`config.mk`:
```
export PLATFORM = sky130hd
export DESIGN_NAME = szg_dac_spi_master_flat
export DESIGN_NICKNAME = d
export VERILOG_FILES = /design/src/rtl/szg_dac_spi_master_if.sv /design/src/rtl/szg_dac_spi_master.sv /design/src/flat_wrapper.sv
export SDC_FILE = /design/constraint.sdc
export NUM_CORES = 1
export LEC_CHECK = 0
export ABC_AREA = 1
export CAP_MARGIN = 40
export CORE_MARGIN = 4
export CORE_UTILIZATION = 45
export CTS_CLUSTER_SIZE = 8
export DETAILED_ROUTE_END_ITERATION = 10
export PLACE_DENSITY = 0.75
export SLEW_MARGIN = 0
export SYNTH_ARGS = -nofsm -noshare
export SYNTH_HDL_FRONTEND = slang
export SYNTH_SLANG_ARGS = --single-unit
```
`constraint.sdc`:
```
create_clock -name clk -period 2.17 [get_ports clk]
set_input_delay 0.434 -clock clk [delete_from_list [all_inputs] [get_ports clk]]
set_output_delay 0.434 -clock clk [all_outputs]
set_load 0.01 [all_outputs]
```
`src/rtl/szg_dac_spi_master_if.sv`:
```
// Command handshake and DAC pin bundle for the SYZYGY DAC Pod SPI engine.
// Handshake: spi_done is a ready level. A command is accepted on any clk edge where
// spi_done=1 and spi_send=1. spi_done then drops for the whole frame, and
// spi_send is ignored while it is low.
interface szg_dac_spi_master_if;
    logic [5:0] spi_reg;
    logic [7:0] spi_data_in;
    logic       spi_send;
    logic       spi_rw;
    logic       spi_done;
    logic [7:0] spi_data_out;
    logic       dac_cs_n;
    logic       dac_sclk;
    logic       dac_sdio_o;
    logic       dac_sdio_oe;
    logic       dac_sdio_i;

    modport master (
        output spi_reg, spi_data_in, spi_send, spi_rw,
        input  spi_done, spi_data_out
    );

    modport slave (
        input  spi_reg, spi_data_in, spi_send, spi_rw, dac_sdio_i,
        output spi_done, spi_data_out, dac_cs_n, dac_sclk, dac_sdio_o, dac_sdio_oe
    );

    modport pins (
        input  dac_cs_n, dac_sclk, dac_sdio_o, dac_sdio_oe,
        output dac_sdio_i
    );
endinterface

```
`src/rtl/szg_dac_spi_master.sv`:
```
// 16-bit 3-wire SPI engine for the AD911x DAC Pod: {rw,0,reg[5:0],data[7:0]}, MSB first.
// Define SZG_DAC_SPI_READBACK_EN to release SDIO and capture the data byte on read frames.
module szg_dac_spi_master #(
    parameter int unsigned CLK_DIV = 4
) (
    input  logic                 clk,
    input  logic                 reset,
    szg_dac_spi_master_if.slave  bus,
    output logic [2:0]           dbg_state
);

    typedef enum logic [2:0] {
        S_IDLE     = 3'd0,
        S_SETUP    = 3'd1,
        S_BIT_HIGH = 3'd2,
        S_BIT_LOW  = 3'd3,
        S_HOLD     = 3'd4,
        S_GAP      = 3'd5
    } state_t;

    localparam logic [15:0] DIV_LAST = 16'(CLK_DIV - 1);

    state_t      state_q, state_d;
    logic [15:0] div_q, div_d;
    logic [4:0]  bit_q, bit_d;
    logic [15:0] shreg_q, shreg_d;
    logic        done_q, done_d;
    logic [7:0]  data_out_q, data_out_d;
    logic        cs_n_q, cs_n_d;
    logic        sclk_q, sclk_d;
    logic        oe_q, oe_d;
    logic        phase_end;
    logic        rw_eff;

`ifdef SZG_DAC_SPI_READBACK_EN
    logic        rw_q, rw_d;
    logic [7:0]  rd_q, rd_d;
    assign rw_eff = bus.spi_rw;
`else
    logic        unused_pins;
    assign rw_eff      = 1'b0;
    assign unused_pins = bus.dac_sdio_i ^ bus.spi_rw;
`endif

    always_comb begin
        state_d    = state_q;
        div_d      = div_q;
        bit_d      = bit_q;
        shreg_d    = shreg_q;
        done_d     = done_q;
        data_out_d = data_out_q;
        oe_d       = oe_q;
`ifdef SZG_DAC_SPI_READBACK_EN
        rw_d       = rw_q;
        rd_d       = rd_q;
`endif
        phase_end  = (div_q == DIV_LAST);

        if (state_q == S_IDLE) begin
            if (bus.spi_send) begin
                shreg_d = {rw_eff, 1'b0, bus.spi_reg, bus.spi_data_in};
                state_d = S_SETUP;
                div_d   = '0;
                bit_d   = '0;
                done_d  = 1'b0;
`ifdef SZG_DAC_SPI_READBACK_EN
                rw_d    = bus.spi_rw;
`endif
            end
        end else if (!phase_end) begin
            div_d = div_q + 16'd1;
        end else begin
            div_d = '0;
            case (state_q)
                S_SETUP: state_d = S_BIT_HIGH;
                S_BIT_HIGH: begin
                    // bit_q counts completed high phases; the 16th ends the serial data.
                    bit_d = bit_q + 5'd1;
                    if (bit_q == 5'd15) begin
                        state_d = S_HOLD;
                    end else begin
                        state_d = S_BIT_LOW;
                        shreg_d = {shreg_q[14:0], 1'b0};
`ifdef SZG_DAC_SPI_READBACK_EN
                        if (rw_q && bit_q == 5'd7) oe_d = 1'b0;
`endif
                    end
                end
                S_BIT_LOW: begin
                    state_d = S_BIT_HIGH;
`ifdef SZG_DAC_SPI_READBACK_EN
                    // Rising edges into high phases 9..16 carry data bits 7..0.
                    if (bit_q >= 5'd8) rd_d = {rd_q[6:0], bus.dac_sdio_i};
`endif
                end
                S_HOLD: begin
                    state_d = S_GAP;
                    oe_d    = 1'b1;
                end
                S_GAP: begin
                    state_d = S_IDLE;
                    done_d  = 1'b1;
`ifdef SZG_DAC_SPI_READBACK_EN
                    if (rw_q) data_out_d = rd_q;
`endif
                end
                default: state_d = S_IDLE;
            endcase
        end

        // Pin levels follow the next state so they are registered alongside it.
        cs_n_d = (state_d == S_IDLE) || (state_d == S_GAP);
        sclk_d = (state_d == S_BIT_HIGH);
    end

    always_ff @(posedge clk) begin
        if (reset) begin
            state_q    <= S_IDLE;
            div_q      <= '0;
            bit_q      <= '0;
            shreg_q    <= '0;
            done_q     <= 1'b1;
            data_out_q <= '0;
            cs_n_q     <= 1'b1;
            sclk_q     <= 1'b0;
            oe_q       <= 1'b1;
`ifdef SZG_DAC_SPI_READBACK_EN
            rw_q       <= 1'b0;
            rd_q       <= '0;
`endif
        end else begin
            state_q    <= state_d;
            div_q      <= div_d;
            bit_q      <= bit_d;
            shreg_q    <= shreg_d;
            done_q     <= done_d;
            data_out_q <= data_out_d;
            cs_n_q     <= cs_n_d;
            sclk_q     <= sclk_d;
            oe_q       <= oe_d;
`ifdef SZG_DAC_SPI_READBACK_EN
            rw_q       <= rw_d;
            rd_q       <= rd_d;
`endif
        end
    end

    assign bus.spi_done     = done_q;
    assign bus.spi_data_out = data_out_q;
    assign bus.dac_cs_n     = cs_n_q;
    assign bus.dac_sclk     = sclk_q;
    assign bus.dac_sdio_o   = shreg_q[15];
    assign bus.dac_sdio_oe  = oe_q;
    assign dbg_state        = state_q;

endmodule

```
`src/flat_wrapper.sv`:
```
// flat-port wrapper written by rule: the top's interface ports become plain ports
module szg_dac_spi_master_flat 
#(
    parameter int unsigned CLK_DIV = 4
)
  (clk, reset, dbg_state, bus_spi_reg, bus_spi_data_in, bus_spi_send, bus_spi_rw, bus_dac_sdio_i, bus_spi_done, bus_spi_data_out, bus_dac_cs_n, bus_dac_sclk, bus_dac_sdio_o, bus_dac_sdio_oe);
  szg_dac_spi_master_if bus_i ();
  input  logic clk;
  input  logic reset;
  output logic [2:0] dbg_state;
  input wire logic [$bits(bus_i.spi_reg)-1:0] bus_spi_reg;
  input wire logic [$bits(bus_i.spi_data_in)-1:0] bus_spi_data_in;
  input wire logic [$bits(bus_i.spi_send)-1:0] bus_spi_send;
  input wire logic [$bits(bus_i.spi_rw)-1:0] bus_spi_rw;
  input wire logic [$bits(bus_i.dac_sdio_i)-1:0] bus_dac_sdio_i;
  output wire logic [$bits(bus_i.spi_done)-1:0] bus_spi_done;
  output wire logic [$bits(bus_i.spi_data_out)-1:0] bus_spi_data_out;
  output wire logic [$bits(bus_i.dac_cs_n)-1:0] bus_dac_cs_n;
  output wire logic [$bits(bus_i.dac_sclk)-1:0] bus_dac_sclk;
  output wire logic [$bits(bus_i.dac_sdio_o)-1:0] bus_dac_sdio_o;
  output wire logic [$bits(bus_i.dac_sdio_oe)-1:0] bus_dac_sdio_oe;
  assign bus_i.spi_reg = bus_spi_reg;
  assign bus_i.spi_data_in = bus_spi_data_in;
  assign bus_i.spi_send = bus_spi_send;
  assign bus_i.spi_rw = bus_spi_rw;
  assign bus_i.dac_sdio_i = bus_dac_sdio_i;
  assign bus_spi_done = bus_i.spi_done;
  assign bus_spi_data_out = bus_i.spi_data_out;
  assign bus_dac_cs_n = bus_i.dac_cs_n;
  assign bus_dac_sclk = bus_i.dac_sclk;
  assign bus_dac_sdio_o = bus_i.dac_sdio_o;
  assign bus_dac_sdio_oe = bus_i.dac_sdio_oe;
  szg_dac_spi_master #(.CLK_DIV(CLK_DIV)) u_core (.clk(clk), .reset(reset), .bus(bus_i), .dbg_state(dbg_state));
endmodule
```
Yosys cells after proc, flatten, opt, wreduce, memory -nomap -nowiden
Index checks and enable logic that the tools add are counted.

storage, ports and cells
  flip-flop bits (word level) = 43
  input port bits = 19
  output and inout port bits = 16
  word-level logic and storage cells = 51

operators by class
  $add $sub $neg = 2
  equality and inequality tests = 11
  multiplexer cells = 21
  reductions and logical operators = 10

operators with widths
  cell                                                               count
  16-bit two-way mux                                                 8
  5-bit two-way mux                                                  4
  16-bit by 1-bit adder with 16-bit output (second input constant)   1
  16-bit by 2-bit == test with 1-bit output (second input constant)  1
  3-bit two-way mux                                                  4
  3-bit by 2-bit == test with 1-bit output (second input constant)   3
  3-bit == test (second input constant)                              3
  3-bit one-hot mux with 3 select lines                              1
  3-bit zero test                                                    2
  3-bit AND reduction                                                2
  2-bit nonzero test                                                 3
  5-bit by 1-bit adder with 5-bit output (second input constant)     1
  5-bit by 4-bit == test with 1-bit output (second input constant)   1
  1-bit two-way mux                                                  4
  4-bit AND reduction                                                1
  3-bit by 1-bit == test with 1-bit output (second input constant)   1
  2-bit by 1-bit != test with 1-bit output (second input constant)   1
  2-bit != test (second input constant)                              1
  2-bit OR reduction                                                 1
  1-bit logical OR                                                   1

Logic depth before layout (Yosys ltp)
Gate-level depths: netlist (run 1).

  word-level depth = 7
  mapped depth = 12
  depth with buffers taken out = 12

Worst setup path after synthesis (run 1)
Ideal clock, no wire load.

  path type = flip-flop to flip-flop
  from = register u_core.bit_q[0]
  to = register u_core.shreg_q[15]
  library setup time = 0.115 ns
  data arrival time = 1.465 ns
  required time = 2.055 ns
  path slack = 0.590 ns
  cell stages (with the launch flop) = 10
  buffers on the path = 1
  clock period less this slack = 1.580 ns
  cells stage by stage = dfxtp_1 > ha_1 > nand2_1 > nor2_1 > ha_1 > a21oi_4 > nand3_4 > buf_6 > o21ai_1 > nor2_1

on the way
  word-level cells in the longest chain between the ends = 3

ends and longest elaborated chain
  item                                                       RTL line                   text
  from (decl)                                                szg_dac_spi_master.sv:25   logic [4:0] bit_q, bit_d;
  from (signal assigned)                                     szg_dac_spi_master.sv:134  bit_q <= bit_d;
  5-bit by 4-bit == test with 1-bit output                   szg_dac_spi_master.sv:79   if (bit_q == 5'd15) begin
  2-bit by 1-bit != test with 1-bit output (no source line)  -
  4-bit AND reduction (no source line)                       -
  to (signal assigned)                                       szg_dac_spi_master.sv:135  shreg_q <= shreg_d;
  to (decl)                                                  szg_dac_spi_master.sv:26   logic [15:0] shreg_q, shreg_d;

No other way between the ends.
A chain may end at the register's enable or synchronous reset.

Worst setup path in the final report (run 1)
  from = register u_core.state_q[0], in the netlist u_core.dbg_state[0]
  to = output dbg_state[0]

RTL lines
  item                    RTL line                   text
  from (decl)             szg_dac_spi_master.sv:23   state_t state_q, state_d;
  from (signal assigned)  szg_dac_spi_master.sv:132  state_q <= state_d;
  to (decl)               flat_wrapper.sv:10         output logic [2:0] dbg_state;

No word-level cell between the ends.

==> reports/results.ini, run 1 <==
[run_status]
status = complete, no violations

[floorplanning]
core-area_sq_um = 5200
io_pins = 35
die_h_um = 81.9
start_util_pct = 47.2
die_x_um = 81.9
dieArea_sq_um = 6700
std_cell_rows = 26

[placed_design]
port_buffers = 23
dp.cells = 448
hpwl_um = 3690
placed_area_sq_um = 2720
dp_slack_ps = 389
gp_congestion = 0.858

[min_path]
hp-start = u_core.shreg_q[0]
hold_depth = 2
worstHoldPathType = register to register
hold_path_end = u_core.shreg_q[0]

[logic_synthesis]
yosysTopAreaCell = dfxtp_1
synth_flop_cell = dfxtp_1
synthArstFlopShare_pct = 0
ys_types = 36
synth_top_cell_area_share_pct = 35.0
syn_avg_cell_area_sq_um = 6.77
ys_ff_latch = 43
synth-seq-area-share_pct = 35.0
netlist_instances = 363
netlist_top_cells_count = nand2_1 (111), dfxtp_1 (43), nor2_1 (36), a21oi_1 (34), inv_1 (25)
yosysMostFrequentCell = nand2_1
synth_edf_count = 0
synth.area.top_cells = dfxtp_1 (35%), nand2_1 (17%), a21oi_1 (6.9%)
syn_area_sq_um = 2460
synth_warnings = 0

[critical_path]
reg2reg_from = u_core.bit_q[0]
path_cells = clkdlybuf4s50_1
endpoint_kind = output port
r2r_end = u_core.bus.dac_sclk
startpoint_type = register
r2r_cells = 10
worstSetupPathType = register to output port
critPathSlowestCell = clkdlybuf4s50_1
critPathMaxStageDelay_ps = 610
path_delay_family = buffers and inverters
arrival_ps = 1450
cp_num_buf_inv = 1
crit_start = u_core.dbg_state[0]
cp.required_ps = 1740
worstPathMaxFanout = 6
rrSetupSlack_ps = 400

[clocking]
postCtsSetupBuffers = 0
path_clk_slew_ps = 80
cts_sinks = 43
cts.repair.resized = 0
cts_max_level = 2
cts_hold_buf = 0
cts_buffer_depth = 2
cts_root_buf = clkbuf_8
cts_tree = yes
cts_buffers = 5
clk_latency_ps = 300

[power_and_ir_drop]
power_mw = 1.75
power_density_nw_per_um2 = 621
power_leakage_nw = 1.12
ir_worst_vdd_uv = 377

[route]
vias_per_cell = 4.97
dr.pass1.iters = 4
routed_wl_um = 5280
wire_per_inst_um = 11.6
drc = 0
drt_iter0_drc = 120
vias = 2263
ant_nets = 0

[finish]
drive_above_1_share_pct = 9.61
synthToLayoutAreaGrowth_pct = 14.9
filler_cell_count = 529
fin_cells = 455
diodes = 0
nets = 407
finish.utilization_pct = 54.2
final_area_sq_um = 2820

[sta]
fin_crit_sh_pct = 87.0
period_needed_ps = 1890
fin_ws_ps = 283
final-max-slew-violation-count = 0
fin_tns_setup_ps = 0
setup_viol = 0
rsz0062_at_grt = false
fmax_mhz = 530
clock-skew-final_ps = 6.82
hold_violations = 0
holdWs_ps = 470

[global_routing]
first_global_vias = 2051
grt_max_degree = 24
antenna_found_initial = 0
grtUsageTotal_pct = 17.4
gr-total-overflow = 0
grt_pass1_wl_um = 9200

[job]
max_cap_viol_count = 0

[where the power goes]
| part | switching, mW | internal (mW) | total (mW) | leakage, nW |
|---|---|---|---|---|
| logic | 0.176 | 0.114 | 0.290 | 0.719 |
| clock network | 0.274 | 0.338 | 0.612 | 0.0513 |
| registers | 0.0235 | 0.827 | 0.850 | 0.350 |
| total | 0.473 | 1.28 | 1.75 | 1.12 |
[flip-flops by register name, summed over array words and instances, names as in the netlist]
name,cells
u_core.bus.dac_sclk,1
u_core.div_q,16
u_core.bus.dac_cs_n,1
u_core.shreg_q,16
u_core.bit_q,5
u_core.bus.spi_done,1
u_core.dbg_state,3
[metal layers]
layer,track usage (%),routed length [um],vias up
li1,-,-,1202
met1,22.8,2430,1020
met2,28.6,2580,36
met3,3.62,217,5
met4,5.32,53,0
met5,0,0,-
[worst max-delay path by stage]
stage	endpoint	cells past startpoint
final	dbg_state[0]	1
after global placement	u_core.shreg_q[5]	6
after global routing	u_core.bus.dac_sclk	10
after floorplan	u_core.shreg_q[15]	9
after CTS	dbg_state[1]	1
after detailed placement	u_core.bus.dac_sclk	10
[area by class of cell]
type,instances,area [sq um],share of cell area [%]
multi-input combinational,278,1380,48.8
sequential,43,861,30.5
timing repair buffer,28,280,9.93
inverter,29,114,4.03
tap,70,87.6,3.10
clock buffer,6,72.6,2.57
clock inverter,1,30.0,1.06
[cell usage in the layout (no fill, tap or decap), types with 2 or more instances in the layout]
cell             netlist  layout
nand2_1              111     111
dfxtp_1               43      43
nor2_1                36      36
a21oi_1               34      34
inv_1                 25      25
nand3_1               23      23
clkdlybuf4s50_1        0      23
o21ai_0               13      13
o21ai_1                9       9
conb_1                 2       9
nand4_1                7       7
nor3_1                 5       5
clkbuf_8               0       5
nand2_2                4       4
buf_4                  9       4
nor2_4                 3       3
nor3_2                 3       3
ha_1                   3       3
inv_4                  2       2
nand2_4                2       2
inv_2                  2       2
a21oi_2                2       2
o21bai_1               2       2
[worst register-to-register path, cell delays in order, from the launching register on]
cell	delay, ps
dfxtp_1	400
ha_1	210
nand2_1	60
nor2_1	90
ha_1	230
inv_1	60
nand3_1	100
nand2_1	70
nand3_1	80
nand3_1	120
nor3_1	260
[cell families after synthesis]
family	after synthesis	synth area share (%)
simple gates	201	38.2
compound gates	64	14.7
buf+inv	49	9.93
flops	43	35.0
fa+ha+maj	3	1.53
other cells	2	0.306
xor+xnor	1	0.357
(Power assumes the default switching activity.)
==> inputs of run 2 (changes only) <==
--- a/config.mk
+++ b/config.mk
@@ -7,10 +7,11 @@
 export LEC_CHECK = 0
 export ABC_AREA = 1
 export CAP_MARGIN = 40
-export CORE_MARGIN = 4
+export CORE_MARGIN = 5
 export CORE_UTILIZATION = 45
 export CTS_CLUSTER_SIZE = 8
 export DETAILED_ROUTE_END_ITERATION = 10
+export GPL_ROUTABILITY_DRIVEN = 1
 export PLACE_DENSITY = 0.75
 export SLEW_MARGIN = 0
 export SYNTH_ARGS = -nofsm -noshare
==> reports/results.ini, run 2 (synthesized netlist as in run 1, its figures left out) <==
[run_status]
status = complete, no violations

[clocking]
cts_buffer_depth = 2  ; unchanged
cts_hold_buf = 0  ; unchanged
postCtsSetupBuffers = 0  ; unchanged
cts_sinks = 43  ; unchanged
cts_max_level = 2  ; unchanged
cts_tree = yes
cts_buffers = 5  ; unchanged
path_clk_slew_ps = 80  ; about the same
cts_root_buf = clkbuf_8
cts.repair.resized = 0  ; unchanged
clk_latency_ps = 300  ; about the same

[floorplanning]
die_x_um = 83.9  ; +2.4%
std_cell_rows = 27  ; +3.8%
dieArea_sq_um = 7040  ; +4.9%
core-area_sq_um = 5410  ; +3.8%
die_h_um = 83.9  ; +2.4%
io_pins = 35  ; unchanged
start_util_pct = 45.4  ; -1.7 points

[placed_design]
hpwl_um = 3720  ; +0.72%
gp_congestion = 0.872  ; +1.6%
port_buffers = 23  ; unchanged
dp.cells = 450  ; +0.45%

[global_routing]
grt_max_degree = 24  ; unchanged
grt_busiest_layer = met2
antenna_found_initial = 0  ; unchanged
grtUsageMet1_pct = 20.0  ; -2.7 points
grt_pass1_wl_um = 9280  ; +0.90%
grtUsageMet3_pct = 4.05  ; +0.43 points
gr-total-overflow = 0  ; unchanged
first_global_vias = 2070  ; +0.93%
grtUsageTotal_pct = 15.6  ; -1.8 points
met2_usage_pct = 26.0  ; -2.6 points

[min_path]
hold_depth = 2  ; unchanged
hold_path_end = u_core.shreg_q[0]
hp-start = u_core.shreg_q[0]
worstHoldPathType = register to register

[critical_path]
cp.required_ps = 1740  ; about the same
worstSetupPathType = register to output port
arrival_ps = 1460  ; about the same
critPathMaxStageDelay_ps = 610  ; about the same
reg2reg_from = u_core.bit_q[0]
r2r_cells = 10  ; unchanged
path_delay_family = buffers and inverters
rrSetupSlack_ps = 350  ; -50 ps
endpoint_kind = output port
worstPathMaxFanout = 7  ; +1
path_depth = 1  ; unchanged
critPathSlowestCell = clkdlybuf4s50_1
r2r_end = u_core.bus.dac_sclk
startpoint_type = register
path_cells = clkdlybuf4s50_1
cp_num_buf_inv = 1  ; unchanged

[finish]
final_common_cell = nand2_1
drive_above_1_share_pct = 9.87  ; +0.26 points
fin_cells = 457  ; +0.44%
synthToLayoutAreaGrowth_pct = 15.2
nets = 407  ; unchanged
diodes = 0  ; unchanged
filler_cell_count = 520  ; -1.7%
final_cell_mix = nand2_1 (111), dfxtp_1 (43), nor2_1 (36), a21oi_1 (34), inv_1 (25)
reg_top3 = u_core.div_q (16), u_core.shreg_q (16), u_core.bit_q (5)

[route]
routed_wl_um = 5230  ; -0.95%
drc = 0  ; unchanged
wire_per_inst_um = 11.4  ; -1.4%
dr.pass1.iters = 4  ; unchanged
ant_nets = 0  ; unchanged
drt_iter0_drc = 126  ; +5.0%
vias = 2261  ; -0.088%
vias_per_cell = 4.95  ; -0.53%

[power_and_ir_drop]
power_leakage_nw = 1.12  ; about the same
power_density_nw_per_um2 = 622  ; +0.20%
ir_worst_vdd_uv = 445  ; +18%

[sta]
fin_tns_setup_ps = 0  ; unchanged
setup_viol = 0  ; unchanged
fin_crit_sh_pct = 87.1  ; +0.095 points
rsz0062_at_grt = false
clock-skew-final_ps = 6.06  ; -0.761 ps
fmax_mhz = 529  ; -0.11%
hold_violations = 0  ; unchanged
final-max-slew-violation-count = 0  ; unchanged
period_needed_ps = 1890  ; +2.06 ps

[job]
max_cap_viol_count = 0  ; unchanged

[run 2: metal layers]
layer  wire [um]  vias up  share of wire, %
met1        2400     1013                46
met2        2500       43                48
met3         294        6               5.6
met5           0        -                 0
met4          38        0              0.73
li1            -     1199                 -
[run 2: worst max path at each step]
stage | from | endpoint | slack (ps)
final | u_core.dbg_state[1] | dbg_state[1] | 280
after floorplan | u_core.bit_q[0] | u_core.shreg_q[15] | 590
after detailed placement | u_core.bit_q[0] | u_core.bus.dac_sclk | 380
after global placement | bus_spi_send | u_core.shreg_q[5] | 420
after CTS | u_core.dbg_state[1] | dbg_state[1] | 260
after global routing | u_core.bit_q[0] | u_core.bus.dac_sclk | 120
[run 2: layout make-up]
cell class                 instances  area, sq um  area share [%]
inverter                          29          114            4.02
clock buffer                       5         68.8            2.43
multi-input combinational        278         1380            48.7
sequential                        43          861            30.4
timing repair buffer              28          280            9.91
clock inverter                     2         37.5            1.33
tap                               72         90.1            3.18
[run 2: through the flow]
step / setup WS (ps) / utilization [%] / hold slack, ps / total power, mW / area, sq um
CTS: 265 / 52.3 / 469 / 1.78 / 2830
global placement: 419 / 50.4 / 452 / 1.16 / 2720
detailed placement: 383 / 50.4 / 458 / 1.16 / 2720
global route: 120 / 52.3 / 498 / 1.86 / 2830
floorplan: 590 / - / 439 / 1.08 / 2480
finish: 280 / 52.3 / 465 / 1.76 / 2830
[run 2: power by group]
part,internal (mW),leakage (nW),switching [mW]
Clock,0.337,0.0502,0.282
Sequential,0.827,0.350,0.0237
Combinational,0.114,0.719,0.175
[run 2: tightest hold or removal path: cells and delay by family (launching register included)]
kind	cells	cell delay (ps)
and+or+nand+nor	1	60
DFF	1	320
AOI/OAI and AO/OA	1	50
==> inputs of run 3 (changes only) <==
--- a/config.mk
+++ b/config.mk
@@ -13,6 +13,7 @@
 export DETAILED_ROUTE_END_ITERATION = 10
 export GPL_ROUTABILITY_DRIVEN = 1
 export PLACE_DENSITY = 0.75
+export SETUP_SLACK_MARGIN = 0.3
 export SLEW_MARGIN = 0
 export SYNTH_ARGS = -nofsm -noshare
 export SYNTH_HDL_FRONTEND = slang
==> reports/results.ini, run 3 (synthesized netlist as in run 1, its figures left out) <==
[power_and_ir_drop]
p_sw_uw = 483  ; +0.24%
power_frac_seq_pct = 48.3  ; about the same
power_leakage_nw = 1.13  ; +0.85%
internal_power_mw = 1.28  ; about the same
power_frac_clock_pct = 35.1  ; about the same
p_sw_share_pct = 27.4  ; +0.031 points
ir_worst_vdd_uv = 445  ; +0.11%
power_density_nw_per_um2 = 616  ; -0.88%
power_frac_comb_pct = 16.6  ; about the same

[global_routing]
grtUsageTotal_pct = 15.6  ; unchanged
grt_max_degree = 24  ; unchanged
grt_pass1_wl_um = 9280  ; unchanged
antenna_found_initial = 0  ; unchanged
first_global_vias = 2070  ; unchanged
gr-total-overflow = 0  ; unchanged

[clocking]
cts_root_buf = clkbuf_8
cts_buffer_depth = 2  ; unchanged
cts_buffers = 5  ; unchanged
clk_latency_ps = 300  ; about the same
cts_tree = yes
path_clk_slew_ps = 80  ; about the same
cts_max_level = 2  ; unchanged
cts_sinks = 43  ; unchanged

[route]
dr.pass1.iters = 4  ; unchanged
wire_per_inst_um = 11.5  ; +0.72%
vias_per_cell = 4.97  ; +0.40%
routed_wl_um = 5280  ; +0.94%
ant_nets = 0  ; unchanged
vias = 2275  ; +0.62%
drc = 0  ; unchanged
drt_iter0_drc = 163  ; +29%

[critical_path]
path_depth = 1  ; unchanged
startpoint_type = register
critPathSlowestCell = clkdlybuf4s50_1
path_cells = clkdlybuf4s50_1
cp.required_ps = 1740  ; about the same
path_delay_family = buffers and inverters
arrival_ps = 1320  ; -140 ps
cp_num_buf_inv = 1  ; unchanged
r2r_cells = 11  ; +1
worstPathMaxFanout = 7  ; unchanged
critPathMaxStageDelay_ps = 570  ; -40 ps
endpoint_kind = output port
worstSetupPathType = register to output port

[sta]
final-max-slew-violation-count = 0  ; unchanged
period_needed_ps = 1750  ; -139 ps
fin_ws_ps = 419  ; +139 ps
setup_viol = 0  ; unchanged
clock-skew-final_ps = 6.05  ; -0.0121 ps
fmax_mhz = 571  ; +7.9%
hold_violations = 0  ; unchanged
fin_crit_sh_pct = 80.7  ; -6.4 points
rsz0062_at_grt = false
fin_tns_setup_ps = 0  ; unchanged

[finish]
diodes = 0  ; unchanged
final_common_cell = nand2_1
final_cell_mix = nand2_1 (111), dfxtp_1 (38), nor2_1 (36), a21oi_1 (34), inv_1 (25)
reg_top3 = u_core.div_q (16), u_core.shreg_q (16), u_core.bit_q (5)
drive_above_1_share_pct = 12.4  ; +2.6 points
nets = 408  ; +0.25%
synthToLayoutAreaGrowth_pct = 16.4
filler_cell_count = 515  ; -0.96%

[placed_design]
dp_slack_ps = 383  ; unchanged
hpwl_um = 3720  ; unchanged
gp_congestion = 0.872  ; unchanged
port_buffers = 23  ; unchanged

[floorplanning]
dieArea_sq_um = 7040  ; unchanged
start_util_pct = 45.4  ; unchanged
die_h_um = 83.9  ; unchanged
core-area_sq_um = 5410  ; unchanged
die_x_um = 83.9  ; unchanged
io_pins = 35  ; unchanged
std_cell_rows = 27  ; unchanged

[min_path]
worstHoldPathType = register to register
hold_depth = 2  ; unchanged

[job]
max_cap_viol_count = 0  ; unchanged

[run_status]
status = complete, no violations

==> run 3: layer usage <==
| layer | vias to the layer above | share of wire [%] | global-route usage [%] |
|---|---|---|---|
| li1 | 1200 | - | - |
| met1 | 1023 | 46 | 20.0 |
| met2 | 46 | 48 | 26.0 |
| met3 | 6 | 5.2 | 4.05 |
| met4 | 0 | 0.72 | 4.24 |
| met5 | - | 0 | 0 |
==> run 3: worst paths after layout <==
kind,startpoint,slack (ps),endpoint
setup / recovery,u_core.dbg_state[1],420,dbg_state[1]
hold reg to reg,u_core.shreg_q[0],460,u_core.shreg_q[0]
setup reg to reg,u_core.bit_q[0],460,u_core.bus.dac_cs_n
hold / removal,u_core.shreg_q[0],460,u_core.shreg_q[0]
==> run 3: area by class of cell <==
type | count | area [sq um] | share of cell area (%)
clock inverters | 2 | 37.5 | 1.31
flip-flops and latches | 43 | 867 | 30.3
inverters | 29 | 114 | 3.98
multi-input cells | 278 | 1390 | 48.7
well taps | 72 | 90.1 | 3.15
repair buffers | 29 | 288 | 10.1
clock buffers | 5 | 68.8 | 2.41
==> run 3: through the flow <==
stage	utilization, %	hold slack, ps	std cells	power (mW)	area [sq um]
floorplan	-	439	370	1.08	2480
global placement	50.4	452	450	1.16	2720
detailed placement	50.4	458	450	1.16	2720
CTS	52.4	469	457	1.78	2830
global route	52.9	498	458	1.86	2860
finish	52.9	465	458	1.76	2860
==> run 3: power by group through the flow <==
stage / Combinational (mW) / Clock (mW) / Sequential (mW)
finish: 0.293 / 0.618 / 0.851
global placement: 0.289 / 0 / 0.867
CTS: 0.292 / 0.635 / 0.851
floorplan: 0.212 / 0 / 0.868
global route: 0.329 / 0.675 / 0.857
detailed placement: 0.291 / 0 / 0.869
==> run 3: timing repair <==
action | in CTS | in global routing
setup buffers | 0 | 1
endpoints found under the setup margin | 3 | 3
hold buffers | 0 | 0
pin swaps | 0 | 1
resized for setup | 3 | 7
gates cloned | 0 | 0
==> variant 1 (config.mk and constraints of run 2) <==
`shreg_q` no longer has a reset.
--- a/src/rtl/szg_dac_spi_master.sv
+++ b/src/rtl/szg_dac_spi_master.sv
@@ -119,5 +119,4 @@
             div_q      <= '0;
             bit_q      <= '0;
-            shreg_q    <= '0;
             done_q     <= 1'b1;
             data_out_q <= '0;
@@ -133,5 +132,4 @@
             div_q      <= div_d;
             bit_q      <= bit_d;
-            shreg_q    <= shreg_d;
             done_q     <= done_d;
             data_out_q <= data_out_d;
@@ -146,4 +144,8 @@
     end
 
+    always_ff @(posedge clk) begin
+        shreg_q <= shreg_d;
+    end
+
     assign bus.spi_done     = done_q;
     assign bus.spi_data_out = data_out_q;
Formal check against the unedited RTL: no difference found for any inputs over 10 cycles, from zero or initial values and one cycle with reset high; that may be too few to reach the edited logic, so the function may still have changed.
==> variant 1 against run 2 <==
Register-to-register slack worse by 0.04 ns; setup slack worse by 0.055 ns; worst hold slack better by 0.0072 ns; critical path depth stayed put; cell area is 3.5% lower; sequential share of layout area is 7.0 points higher; count of clock-buffer cells in the layout is 1 higher; synthesized cell count is 14% lower; sequential cell count stayed put; total power is 6.8% lower; routed wire length is 5.4% lower; area after synthesis is 3.0% lower; critical endpoint unchanged; largest cell class unchanged.
==> variant 1: results (changes against run 2) <==
[detailed_routing]
vias=1959  ; -13%
drt-initial-drc-count=88  ; -30%
routed_wl_um=4950  ; -5.4%

[clocking]
clk_transition_reported_paths_ns=0.08  ; about the same
root_buffer=clkbuf_8
post_cts.repair.setup_buffers=0  ; unchanged
clock_path_buffers=2  ; unchanged

[cells_and_area]
largest_registers=u_core.div_q x16, u_core.shreg_q x16, u_core.bit_q x5
num_antenna_cells=0  ; unchanged
num-nets-final=358  ; -12%
final_layout_size_suffix_gt1_frac=0.101  ; +0.00219
layout.cells.non_filler=407  ; -11%
fill_cells=524  ; +0.77%

[place]
port_buffers=23  ; unchanged
total_instance_count_after_detailed_placement=399  ; -11%
dpl_worst_slack_ns=0.274  ; -0.109 ns
finalWeightedCongestion=0.843  ; -3.3%
place.detailed.hpwl_um=3550  ; -4.6%

[grt]
grt_max_degree=25  ; +4.2%
grt_pass1_vias=1776  ; -14%
grt_antenna_before_repair=0  ; unchanged
grt_first_pass_wirelength_um=7890  ; -15%
all_layer_global_routing_usage=0.151  ; -0.00565

[synth]
synth_seq_area_share=0.429  ; +0.0781
postSynthAreaPerCell_sq_um=7.64  ; +13%
netlist_top_cells_count=105 x nand2_1, 29 x inv_1, 27 x dfxtp_1, 24 x nand3_1, 24 x nor2_1
yosys-top-cells-area=dfxtp_1 23%, edfxtp_1 20%, nand2_1 17%
synth.lib_cells_used.distinct=38  ; +5.6%
synth_edf_count=16  ; +16

[status]
run_status=completed

[power]
max-vdd-ir-drop_v=0.000320  ; -28%
p_leak_nw=1.15  ; +2.7%
switchingPower_mw=0.425  ; -12%

[worst_setup_path]
cp_top_family=buffers and inverters
crit_path_max_incr_delay_ns=0.62
worstPathArrival_ns=1.51  ; +0.05 ns

[sta]
hold_viol=0  ; unchanged
fin_skew_ns=0.00818  ; +0.00212 ns

==> variant 1: changes by cell type in the layout (fill, tap and decap cells not counted), sizes merged, moves of 2 or more <==
cell / run 2 / this run
nand2: 118 / 109
edfxtp: 0 / 16
nand3: 24 / 26
a21oi: 37 / 20
nor3: 8 / 6
o211ai: 0 / 3
inv: 29 / 34
o21ai: 23 / 6
nor2: 41 / 28
dfxtp: 43 / 27
==> variant 1: area by class of cell <==
cell class,instances,share of cell area
Tap cell,70,0.0321
Clock buffer,6,0.0266
Inverter,34,0.0495
Sequential cell,43,0.374
Multi-Input combinational cell,225,0.413
Timing Repair Buffer,27,0.100
Clock inverter,2,0.00459
==> variant 1: final timing paths <==
check        slack, ns                start  cells after the start            endpoint
max               0.23  u_core.dbg_state[1]                      1        dbg_state[1]
min               0.47      u_core.bit_q[4]                      2     u_core.bit_q[4]
max reg2reg       0.31      u_core.div_q[0]                      8  u_core.shreg_q[14]
min reg2reg       0.47      u_core.bit_q[4]                      2     u_core.bit_q[4]
==> variant 1: cells by family (layout without fill, tap and decap cells) <==
kind of cell	Yosys count	count (layout)	share of synthesized area
AND/OR/NAND/NOR	178	178	0.353
buffers and inverters	51	69	0.111
flip-flops	43	43	0.429
AO/OA/AOI/OAI	33	33	0.0809
adder cells (fa/ha/maj)	3	3	0.0158
other	2	9	0.00315
XOR/XNOR	2	2	0.00735
==> variant 1: metal layers <==
metal	global-route usage	part of all wire
met2	0.260	0.48
met5	0	0
met3	0.0304	0.043
met1	0.185	0.46
met4	0.0556	0.014
==> variant 1: power groups by stage <==
stage	Clock, mW	Combinational [mW]	Sequential, mW
4_1_cts	0.509	0.243	0.910
3_5_place_dp	0	0.242	0.928
6_report	0.489	0.240	0.910
3_3_place_gp	0	0.239	0.927
2_1_floorplan	0	0.164	0.929
5_1_grt	0.537	0.268	0.914
==> variant 1: through the flow <==
| step | area (sq um) | hold WS, ns | total power, mW |
|---|---|---|---|
| after floorplan | 2410 | 0.441 | 1.09 |
| after global placement | 2640 | 0.451 | 1.17 |
| after detailed placement | 2640 | 0.463 | 1.17 |
| after CTS | 2730 | 0.475 | 1.66 |
| after global routing | 2730 | 0.498 | 1.72 |
| final | 2730 | 0.472 | 1.64 |
==> variant 2 (config.mk and constraints of run 2) <==
Made on the original files. Add a define of `SZG_DAC_SPI_READBACK_EN`.
--- a/src/rtl/szg_dac_spi_master.sv
+++ b/src/rtl/szg_dac_spi_master.sv
@@ -1,4 +1,6 @@
 // 16-bit 3-wire SPI engine for the AD911x DAC Pod: {rw,0,reg[5:0],data[7:0]}, MSB first.
 // Define SZG_DAC_SPI_READBACK_EN to release SDIO and capture the data byte on read frames.
+`define SZG_DAC_SPI_READBACK_EN
+
 module szg_dac_spi_master #(
     parameter int unsigned CLK_DIV = 4
Check against the original RTL: not equivalent (a bounded check fails within 4 cycles, from zero or initial values and one cycle with reset high).
==> variant 2 against run 2 <==
Sequential share of layout area up 3.0 points; total power up 44%; area after synthesis up 25%; count of clock-buffer cells in the layout up 5; largest power group unchanged; routed wire length up 37%; critical endpoint unchanged; cell count up 25%; cell area up 29%; sequential cell count up 18; setup slack worse by 0.11 ns.
==> variant 2: results (changes against run 2) <==
[synth]
postSynthAreaPerCell_sq_um=6.77  ; about the same
netlist_top_cells_count=139 x nand2_1, 61 x dfxtp_1, 59 x nor2_1, 43 x nand3_1, 37 x a21oi_1
yosys-top-cells-area=dfxtp_1 40%, nand2_1 17%, nor2_1 7.2%
synth-warning-count=0  ; unchanged
synth_async_sr_flop_share=0  ; unchanged
synthesis.nets=477
mux_cell_area_share_after_synthesis=0  ; unchanged
synth_seq_area_share=0.397  ; +0.0461
synth.lib_cells_used.distinct=33  ; -8.3%
synth-adder-area-share=0.0122  ; -0.00309
yosys.area_share.xor_xnor=0.0114  ; +0.00781
synth_compound_area_frac=0.108  ; -0.0390
synth-main-ff-cell=dfxtp_1

[worst_setup_path]
critical_path.max_fanout=9  ; +2
worstPathArrival_ns=1.57  ; +0.11 ns
crit_path_top_delay_cell=clkdlybuf4s50_1
cp_top_family=buffers and inverters
crit_path_max_incr_delay_ns=0.64  ; +0.03 ns

[clocking]
post_cts.repair.setup_buffers=0  ; unchanged
root_buffer=clkbuf_8
cts.htree.levels=3  ; +1
clk_lat_worst_skew_ns=0.33  ; +0.03 ns
clock_path_buffers=2  ; unchanged
ctsResizeCount=0  ; unchanged
clk_transition_reported_paths_ns=0.07
cts_made_buffers=9  ; +4

[grt]
grt_first_pass_wirelength_um=12100  ; +31%
grt_pass1_vias=2793  ; +35%
grt_max_degree=34  ; +42%
grt_antenna_before_repair=0  ; unchanged
all_layer_global_routing_usage=0.173  ; +0.0170

[sta]
timing.slew.headroom=0.697
fin_skew_ns=0.00886  ; +0.00280 ns

[place]
place.detailed.hpwl_um=5050  ; +36%
port_buffers=34  ; +48%
finalWeightedCongestion=0.827  ; -5.1%
placedInstanceArea_sq_um=3440  ; +26%
total_instance_count_after_detailed_placement=557  ; +24%
dpl_worst_slack_ns=0.262  ; -0.122 ns

[status]
run_status=completed

[detailed_routing]
drt_pre_antenna_iters=5  ; +1
route.detailed.vias_per_inst=5.10  ; +3.0%
drt-initial-drc-count=174  ; +38%
post_drt_wl_per_cell_um=12.5  ; +9.2%

[cells_and_area]
layout.cells.non_filler=572  ; +25%
final_layout_size_suffix_gt1_frac=0.0874  ; -0.0113
num_antenna_cells=0  ; unchanged
largest_registers=u_core.div_q x16, u_core.shreg_q x16
num-nets-final=510  ; +25%

[worst_hold_path]
hold_path.class=reg -> reg

[power]
max-vdd-ir-drop_v=0.000448  ; +0.86%
power_report.internal_total_mw=1.92  ; +50%
p_leak_nw=1.60  ; +43%

-- variant 2: layout make-up --
type	instances	area (sq um)
multi-input combinational	342	1610
clock inverter	5	75.1
tap	80	100
timing repair buffer	38	370
fill	656	3070
clock buffer	10	138
sequential	61	1220
inverter	36	135
-- variant 2: final timing paths --
| path | to | slack, ns | start | cells after the start |
|---|---|---|---|---|
| min | u_core.shreg_q[5] | 0.46 | u_core.shreg_q[5] | 2 |
| min reg2reg | u_core.shreg_q[5] | 0.46 | u_core.shreg_q[5] | 2 |
| max | dbg_state[1] | 0.17 | u_core.dbg_state[1] | 1 |
| max reg2reg | u_core.shreg_q[7] | 0.23 | u_core.bit_q[0] | 10 |
-- variant 2: routing by layer --
layer / part of all wire / up-vias / GRT usage
met1: 0.45 / 1324 / 0.204
met4: 0.0049 / 0 / 0.0586
met2: 0.49 / 65 / 0.302
li1: - / 1523 / -
met3: 0.057 / 4 / 0.0504
met5: 0 / - / 0
-- variant 2: power by group through the flow --
stage               clock, mW  sequential (mW)  combinational (mW)
floorplan                   0             1.19               0.195
global placement            0             1.19               0.265
detailed placement          0             1.20               0.269
CTS                      1.12             1.17               0.271
global route             1.16             1.17               0.301
finish                   1.09             1.17               0.269
-- variant 2: worst min-delay path, cell delays in order, from the launching register on --
cell and delay [ns]:
dfxtp_1 0.31, nand2_1 0.06, a21oi_1 0.05
-- variant 2: cell families (layout without fill, tap and decap cells) --
logic type	after synthesis	after routing
simple gates	273	273
compound gates	62	62
flops	61	61
buf+inv	52	89
xor+xnor	4	4
fa+ha+maj	3	3
